--- config.mk ---
export PLATFORM = sky130hd
export DESIGN_NAME = alu_issue_scheduler
export DESIGN_NICKNAME = d
export VERILOG_FILES = /design/src/rtl/alu_issue_scheduler.sv
export SDC_FILE = /design/constraint.sdc
export NUM_CORES = 1
export LEC_CHECK = 0
export ABC_AREA = 1
export BUFFER_PORTS_ARGS = -buffer_cell sky130_fd_sc_hd__buf_2
export CELL_PAD_IN_SITES_DETAIL_PLACEMENT = 1
export CELL_PAD_IN_SITES_GLOBAL_PLACEMENT = 2
export CORE_MARGIN = 8
export CORE_UTILIZATION = 37
export DETAILED_ROUTE_END_ITERATION = 10
export MAX_ROUTING_LAYER = met4
export PLACE_DENSITY_LB_ADDON = 0.1
export SYNTH_ARGS = -nofsm -noshare
export SYNTH_HDL_FRONTEND = slang
export SYNTH_SLANG_ARGS = --single-unit
--- constraint.sdc ---
create_clock -name clk -period 35.1 [get_ports clk]
set_clock_uncertainty 0.15 [all_clocks]
set_input_delay 10.53 -clock clk [delete_from_list [all_inputs] [get_ports clk]]
set_output_delay 10.53 -clock clk [all_outputs]
set_load 0.02 [all_outputs]
--- src/rtl/alu_issue_scheduler.sv ---
// ----------------------------------------------------------------------------
// alu_issue_scheduler
//
// Issue-select controller for the ALU reservation station. It tracks which
// RS entries are occupied and how old each one is. Every cycle it picks the
// two oldest operand-ready entries and grants them to ALU0/ALU1, provided
// those units can accept an instruction.
//
// Ports
//   clk          : clock, all state updates on posedge
//   reset        : synchronous active-high reset
//   flush        : squash, clears occupancy, ages and pending grants
//   alloc_valid  : bit k = dispatch lane k writes entry alloc_idx<k>
//   alloc_idx0/1 : slot index written by dispatch lane 0/1
//   entry_ready  : bit i = both source operands of entry i are ready
//   alu_rdy      : bit k = ALUk accepts an instruction this cycle
//   grant_valid  : bit k = grant_idx<k> issued to ALUk (registered pulse)
//   grant_idx0/1 : entry issued to ALU0/ALU1 (zero when not granted)
//   occupied     : registered occupancy mask
//   issue_count  : number of grants asserted, registered with grant_valid
// ----------------------------------------------------------------------------
module alu_issue_scheduler #(
    parameter int RS_DEPTH = 8,
    parameter int IDX_W    = 3,
    parameter int AGE_W    = 3
) (
    input  logic                clk,
    input  logic                reset,
    input  logic                flush,
    input  logic [1:0]          alloc_valid,
    input  logic [IDX_W-1:0]    alloc_idx0,
    input  logic [IDX_W-1:0]    alloc_idx1,
    input  logic [RS_DEPTH-1:0] entry_ready,
    input  logic [1:0]          alu_rdy,
    output logic [1:0]          grant_valid,
    output logic [IDX_W-1:0]    grant_idx0,
    output logic [IDX_W-1:0]    grant_idx1,
    output logic [RS_DEPTH-1:0] occupied,
    output logic [1:0]          issue_count
);

    // Saturating add of the per-cycle allocation count onto an age counter.
    // The sum cannot exceed twice the counter range, so a carry out of the
    // top bit is the only overflow indication needed.
    function automatic logic [AGE_W-1:0] age_sat_add(input logic [AGE_W-1:0] age,
                                                     input logic [1:0]       inc);
        logic [AGE_W:0] sum;
        sum = {1'b0, age} + (AGE_W+1)'(inc);
        if (sum[AGE_W]) begin
            return {AGE_W{1'b1}};
        end else begin
            return sum[AGE_W-1:0];
        end
    endfunction

    logic [RS_DEPTH-1:0] occupied_q, occupied_d;
    logic [AGE_W-1:0]    age_q [RS_DEPTH];
    logic [AGE_W-1:0]    age_d [RS_DEPTH];
    logic [1:0]          grant_valid_q, grant_valid_d;
    logic [IDX_W-1:0]    grant_idx0_q, grant_idx0_d;
    logic [IDX_W-1:0]    grant_idx1_q, grant_idx1_d;
    logic [1:0]          issue_count_q, issue_count_d;

    logic [RS_DEPTH-1:0] cand_s;
    logic                first_vld_s, second_vld_s;
    logic [IDX_W-1:0]    first_idx_s, second_idx_s;
    logic [AGE_W-1:0]    first_age_s, second_age_s;
    logic                alloc0_en_s, alloc1_en_s;
    logic [1:0]          num_alloc_s;
    logic [RS_DEPTH-1:0] free_mask_s;
    logic [RS_DEPTH-1:0] alloc_mask_s;

    // Oldest ready entry; strict '>' keeps the lowest index on an age tie.
    always_comb begin
        cand_s      = occupied_q & entry_ready;
        first_vld_s = 1'b0;
        first_idx_s = {IDX_W{1'b0}};
        first_age_s = {AGE_W{1'b0}};
        for (int i = 0; i < RS_DEPTH; i++) begin
            if (cand_s[i] && (!first_vld_s || (age_q[i] > first_age_s))) begin
                first_vld_s = 1'b1;
                first_idx_s = IDX_W'(i);
                first_age_s = age_q[i];
            end else begin
                first_vld_s = first_vld_s;
            end
        end
    end

    // Second-oldest ready entry, excluding the first pick.
    always_comb begin
        second_vld_s = 1'b0;
        second_idx_s = {IDX_W{1'b0}};
        second_age_s = {AGE_W{1'b0}};
        for (int i = 0; i < RS_DEPTH; i++) begin
            if (cand_s[i] && !(first_vld_s && (first_idx_s == IDX_W'(i))) &&
                (!second_vld_s || (age_q[i] > second_age_s))) begin
                second_vld_s = 1'b1;
                second_idx_s = IDX_W'(i);
                second_age_s = age_q[i];
            end else begin
                second_vld_s = second_vld_s;
            end
        end
    end

    // Map picks onto ALU lanes; a lone ready ALU always gets the oldest pick.
    always_comb begin
        grant_valid_d = 2'b00;
        grant_idx0_d  = {IDX_W{1'b0}};
        grant_idx1_d  = {IDX_W{1'b0}};
        if (!flush) begin
            case (alu_rdy)
                2'b11: begin
                    grant_valid_d = {second_vld_s, first_vld_s};
                    grant_idx0_d  = first_vld_s  ? first_idx_s  : {IDX_W{1'b0}};
                    grant_idx1_d  = second_vld_s ? second_idx_s : {IDX_W{1'b0}};
                end
                2'b10: begin
                    grant_valid_d = {first_vld_s, 1'b0};
                    grant_idx1_d  = first_vld_s ? first_idx_s : {IDX_W{1'b0}};
                end
                2'b01: begin
                    grant_valid_d = {1'b0, first_vld_s};
                    grant_idx0_d  = first_vld_s ? first_idx_s : {IDX_W{1'b0}};
                end
                default: begin
                    grant_valid_d = 2'b00;
                end
            endcase
        end else begin
            grant_valid_d = 2'b00;
        end
        issue_count_d = {1'b0, grant_valid_d[0]} + {1'b0, grant_valid_d[1]};
    end

    // Allocation decode; a duplicate index on lane 1 is dropped entirely.
    always_comb begin
        alloc0_en_s  = alloc_valid[0];
        alloc1_en_s  = alloc_valid[1] && !(alloc_valid[0] && (alloc_idx0 == alloc_idx1));
        num_alloc_s  = {1'b0, alloc0_en_s} + {1'b0, alloc1_en_s};
        alloc_mask_s = {RS_DEPTH{1'b0}};
        free_mask_s  = {RS_DEPTH{1'b0}};
        if (alloc0_en_s) begin
            alloc_mask_s[alloc_idx0] = 1'b1;
        end else begin
            alloc_mask_s = alloc_mask_s;
        end
        if (alloc1_en_s) begin
            alloc_mask_s[alloc_idx1] = 1'b1;
        end else begin
            alloc_mask_s = alloc_mask_s;
        end
        if (grant_valid_d[0]) begin
            free_mask_s[grant_idx0_d] = 1'b1;
        end else begin
            free_mask_s = free_mask_s;
        end
        if (grant_valid_d[1]) begin
            free_mask_s[grant_idx1_d] = 1'b1;
        end else begin
            free_mask_s = free_mask_s;
        end
    end

    // Occupancy and age next state; alloc overrides a same-cycle free.
    always_comb begin
        occupied_d = (occupied_q & ~free_mask_s) | alloc_mask_s;
        for (int i = 0; i < RS_DEPTH; i++) begin
            age_d[i] = age_q[i];
            if (flush) begin
                age_d[i] = {AGE_W{1'b0}};
            end else if (alloc0_en_s && (alloc_idx0 == IDX_W'(i))) begin
                // Lane 0 is older than lane 1 when both dispatch together.
                age_d[i] = alloc1_en_s ? AGE_W'(1) : {AGE_W{1'b0}};
            end else if (alloc1_en_s && (alloc_idx1 == IDX_W'(i))) begin
                age_d[i] = {AGE_W{1'b0}};
            end else if (occupied_q[i] && !free_mask_s[i]) begin
                age_d[i] = age_sat_add(age_q[i], num_alloc_s);
            end else begin
                age_d[i] = age_q[i];
            end
        end
        if (flush) begin
            occupied_d = {RS_DEPTH{1'b0}};
        end else begin
            occupied_d = occupied_d;
        end
    end

    // State registers with synchronous reset.
    always_ff @(posedge clk) begin
        if (reset) begin
            occupied_q    <= {RS_DEPTH{1'b0}};
            grant_valid_q <= 2'b00;
            grant_idx0_q  <= {IDX_W{1'b0}};
            grant_idx1_q  <= {IDX_W{1'b0}};
            issue_count_q <= 2'b00;
            for (int i = 0; i < RS_DEPTH; i++) begin
                age_q[i] <= {AGE_W{1'b0}};
            end
        end else begin
            occupied_q    <= occupied_d;
            grant_valid_q <= grant_valid_d;
            grant_idx0_q  <= grant_idx0_d;
            grant_idx1_q  <= grant_idx1_d;
            issue_count_q <= issue_count_d;
            for (int i = 0; i < RS_DEPTH; i++) begin
                age_q[i] <= age_d[i];
            end
        end
    end

    assign occupied    = occupied_q;
    assign grant_valid = grant_valid_q;
    assign grant_idx0  = grant_idx0_q;
    assign grant_idx1  = grant_idx1_q;
    assign issue_count = issue_count_q;

endmodule
==> run summary <==
Status - finished clean
Final GP Congestion - 0.836
Antenna viol nets, final - 0
Clock sinks - 42
Comb pwr share - 0.241
Critical Path AT - 26.24 ns
CP max FO - 10
Syn nets - 785
Mapped Area - 4640 sq um
NetSw - 0.0392 mW
DRT Pass-1 Iters - 4
Startpoint Class - primary input
Vias per cell - 5.07
Hpwl dp - 12.5 mm
DR iter-0 viols - 105
Post-CTS Resized - 0
Fin. max-slew vios - 0
Routed WL - 14.7 mm
Total Power - 0.123 mW
Yosys reg bits - 42
Setup Buffers After CTS - 0
Inserted Diodes - 0
Worst setup EP type - flop
Yosys warns - 0
Area added between synthesis and finish - 11.4%
Synth top area share - 0.181
Avg Inst Size Synth - 6.67 sq um
DP Area - 5030 sq um
Wire per inst - 16.1 um
TritonCTS clock tree - built
Top-count cell post-synth - nand2_1
Register-to-register setup slack - 18.79 ns
Sw Share - 0.318
Reg power frac - 0.398
Max-Cap Viols - 0
Row count - 41
GR Overflow Total - 0
Seq/Total Area, Yosys - 0.181
Via count - 4,613
RSZ-0062 raised after global routing - false
Initial Util - 0.374
P_leak - 2.73 nW
Clock power frac - 0.361
First-pass GRT wire length - 24.2 mm
Die area - 16,400 sq um
Final Instance Area - 5170 sq um
Hold Path Class - reg -> reg
DRC - 0
Worst slew pin tran - 0.745 ns
Total CTS buffers - 5
Internal power - 0.0841 mW
End point of the critical path - age_q[1][9]
CTS max path bufs - 2
Slew HR - 0.499
Layout cell share with drive strength beyond 1 - 0.154
Worst EP required - 35.13 ns
R2r startpoint - occupied[0]
Hold_buf cts - 0
GR Util All Layers - 0.190
Setup CP Type - in -> reg
CP max-delay cell - ha_1
Pin count of the biggest net entering global routing - 15
Core Box Area - 12,400 sq um
Fillers - 1,678
Minimum clock period - 26.21 ns
Die height - 128 um
IO buf count - 38
Number of synthesized flops with an enable pin - 0
Vias in the first global route - 4,830
Antenna violations before repair - 0
Endpoints failing hold - 0
Yosys cell types - 35
Reg2Reg Depth - 119
Post-Synthesis Cells - 696
Most common cell on crit path - nand2_1
Final #Nets - 827
Maximum clock frequency - 38.2 MHz
CTS H-Tree Depth - 2
Worst Setup SP - entry_ready[0]
Final worst-path cycle share - 0.747
Worst reg2reg endpoint - age_q[1][9]
Top post-synthesis cells by count - nand2_1, inv_1, ha_1
Total negative slack - 0 ns
IR drop worst, VDD - 0.0251 mV
Synth area leader - dfxtp_1
Clock latency on the worst-skew pair - 0.28 ns
I/O Pins - 39
Most used DFF post-synth - dfxtp_1
Largest cells by area after synthesis - dfxtp_1, ha_1, nand2_1
Final setup vio count - 0
Max stage delay on crit path - 0.36 ns
Asr flop ratio synth - 0
Clock-pin slew on the worst setup and hold paths - 0.06 ns
Clock root cell - clkbuf_16
P per Cell Area - 23.9 nW/um^2
Die W - 128 um
==> stage by stage <==
| step | hold slack [ns] | cells | setup WS, ns | utilization |
|---|---|---|---|---|
| 5_1_grt | 0.402 | 910 | 6.82 | 0.416 |
| 2_1_floorplan | 0.330 | 696 | 11.06 | - |
| 4_1_cts | 0.375 | 910 | 8.77 | 0.416 |
| 3_5_place_dp | 0.367 | 903 | 8.48 | 0.406 |
| 3_3_place_gp | 0.347 | 903 | 9.01 | 0.406 |
| 6_report | 0.368 | 910 | 8.89 | 0.416 |
==> cells in the final DEF, fill, tap and decap left out, types with 3 or more instances in the layout <==
| master | synthesis | final |
|---|---|---|
| o211ai_1 | 6 | 6 |
| o21ai_0 | 51 | 51 |
| ha_1 | 60 | 60 |
| nand3_2 | 11 | 11 |
| a21boi_0 | 6 | 6 |
| a21oi_1 | 44 | 44 |
| dfxtp_1 | 42 | 42 |
| o21ai_1 | 19 | 19 |
| inv_2 | 7 | 7 |
| nor2_2 | 3 | 3 |
| nand2_4 | 13 | 13 |
| nand3_1 | 32 | 32 |
| a21boi_1 | 5 | 5 |
| nand2_2 | 26 | 26 |
| xor2_1 | 6 | 6 |
| clkbuf_16 | 0 | 5 |
| fa_1 | 8 | 8 |
| nand2_1 | 178 | 178 |
| nor3_1 | 3 | 3 |
| nor2_1 | 50 | 50 |
| inv_1 | 89 | 89 |
| buf_2 | 0 | 38 |
| nand4_1 | 15 | 15 |
==> power by group through the flow <==
stage               registers, mW  clock network, mW  logic [mW]
floorplan                  0.0504                  0      0.0207
global placement           0.0502                  0      0.0286
detailed placement         0.0502                  0      0.0300
CTS                        0.0491             0.0457      0.0302
global route               0.0492             0.0480      0.0340
finish                     0.0491             0.0445      0.0297
==> routing by layer <==
| layer | share of wire | track usage | vias to the layer above |
|---|---|---|---|
| met3 | 0.017 | 0.0179 | 10 |
| met5 | 0 | - | - |
| met2 | 0.49 | 0.326 | 41 |
| met1 | 0.48 | 0.238 | 2181 |
| li1 | - | - | 2381 |
| met4 | 0.010 | 0.0378 | 0 |
==> kinds of logic (layout without fill, tap and decap cells) <==
family	Yosys count	after routing	share of synthesized area
adder cells (fa/ha/maj)	68	68	0.196
flip-flops	42	42	0.181
AND/OR/NAND/NOR	339	339	0.361
buffers and inverters	102	144	0.0839
AO/OA/AOI/OAI	137	137	0.162
XOR/XNOR	8	8	0.0151
==> worst max-delay path, delay by kind of cell <==
| family | cells | cell delay, ns |
|---|---|---|
| AND/OR/NAND/NOR | 65 | 5.70 |
| adder cells (fa/ha/maj) | 14 | 4.33 |
| AO/OA/AOI/OAI | 35 | 5.01 |
| buffers and inverters | 6 | 0.65 |
==> layout make-up <==
| type | count | area (sq um) | area share |
|---|---|---|---|
| inverters | 98 | 370 | 0.0716 |
| clock inverters | 2 | 10.0 | 0.00194 |
| clock buffers | 5 | 125 | 0.0242 |
| multi-input cells | 552 | 3410 | 0.660 |
| well taps | 172 | 215 | 0.0416 |
| repair buffers | 39 | 198 | 0.0382 |
| flip-flops and latches | 42 | 841 | 0.163 |
==> flip-flops by register name (all words and copies together), names as in the netlist <==
signal and cells:
grant_valid 2, occupied 8, issue_count 2, age_q 24, grant_idx1 3, grant_idx0 3
==> worst min path at each step <==
stage	start	end	cells past startpoint
finish	age_q[0][9]	age_q[0][9]	2
global placement	age_q[0][9]	age_q[0][9]	2
floorplan	age_q[0][3]	age_q[0][3]	2
CTS	age_q[0][9]	age_q[0][9]	2
detailed placement	age_q[0][9]	age_q[0][9]	2
global route	age_q[0][9]	age_q[0][9]	2
No activity file was read; power rests on OpenSTA's default activity.
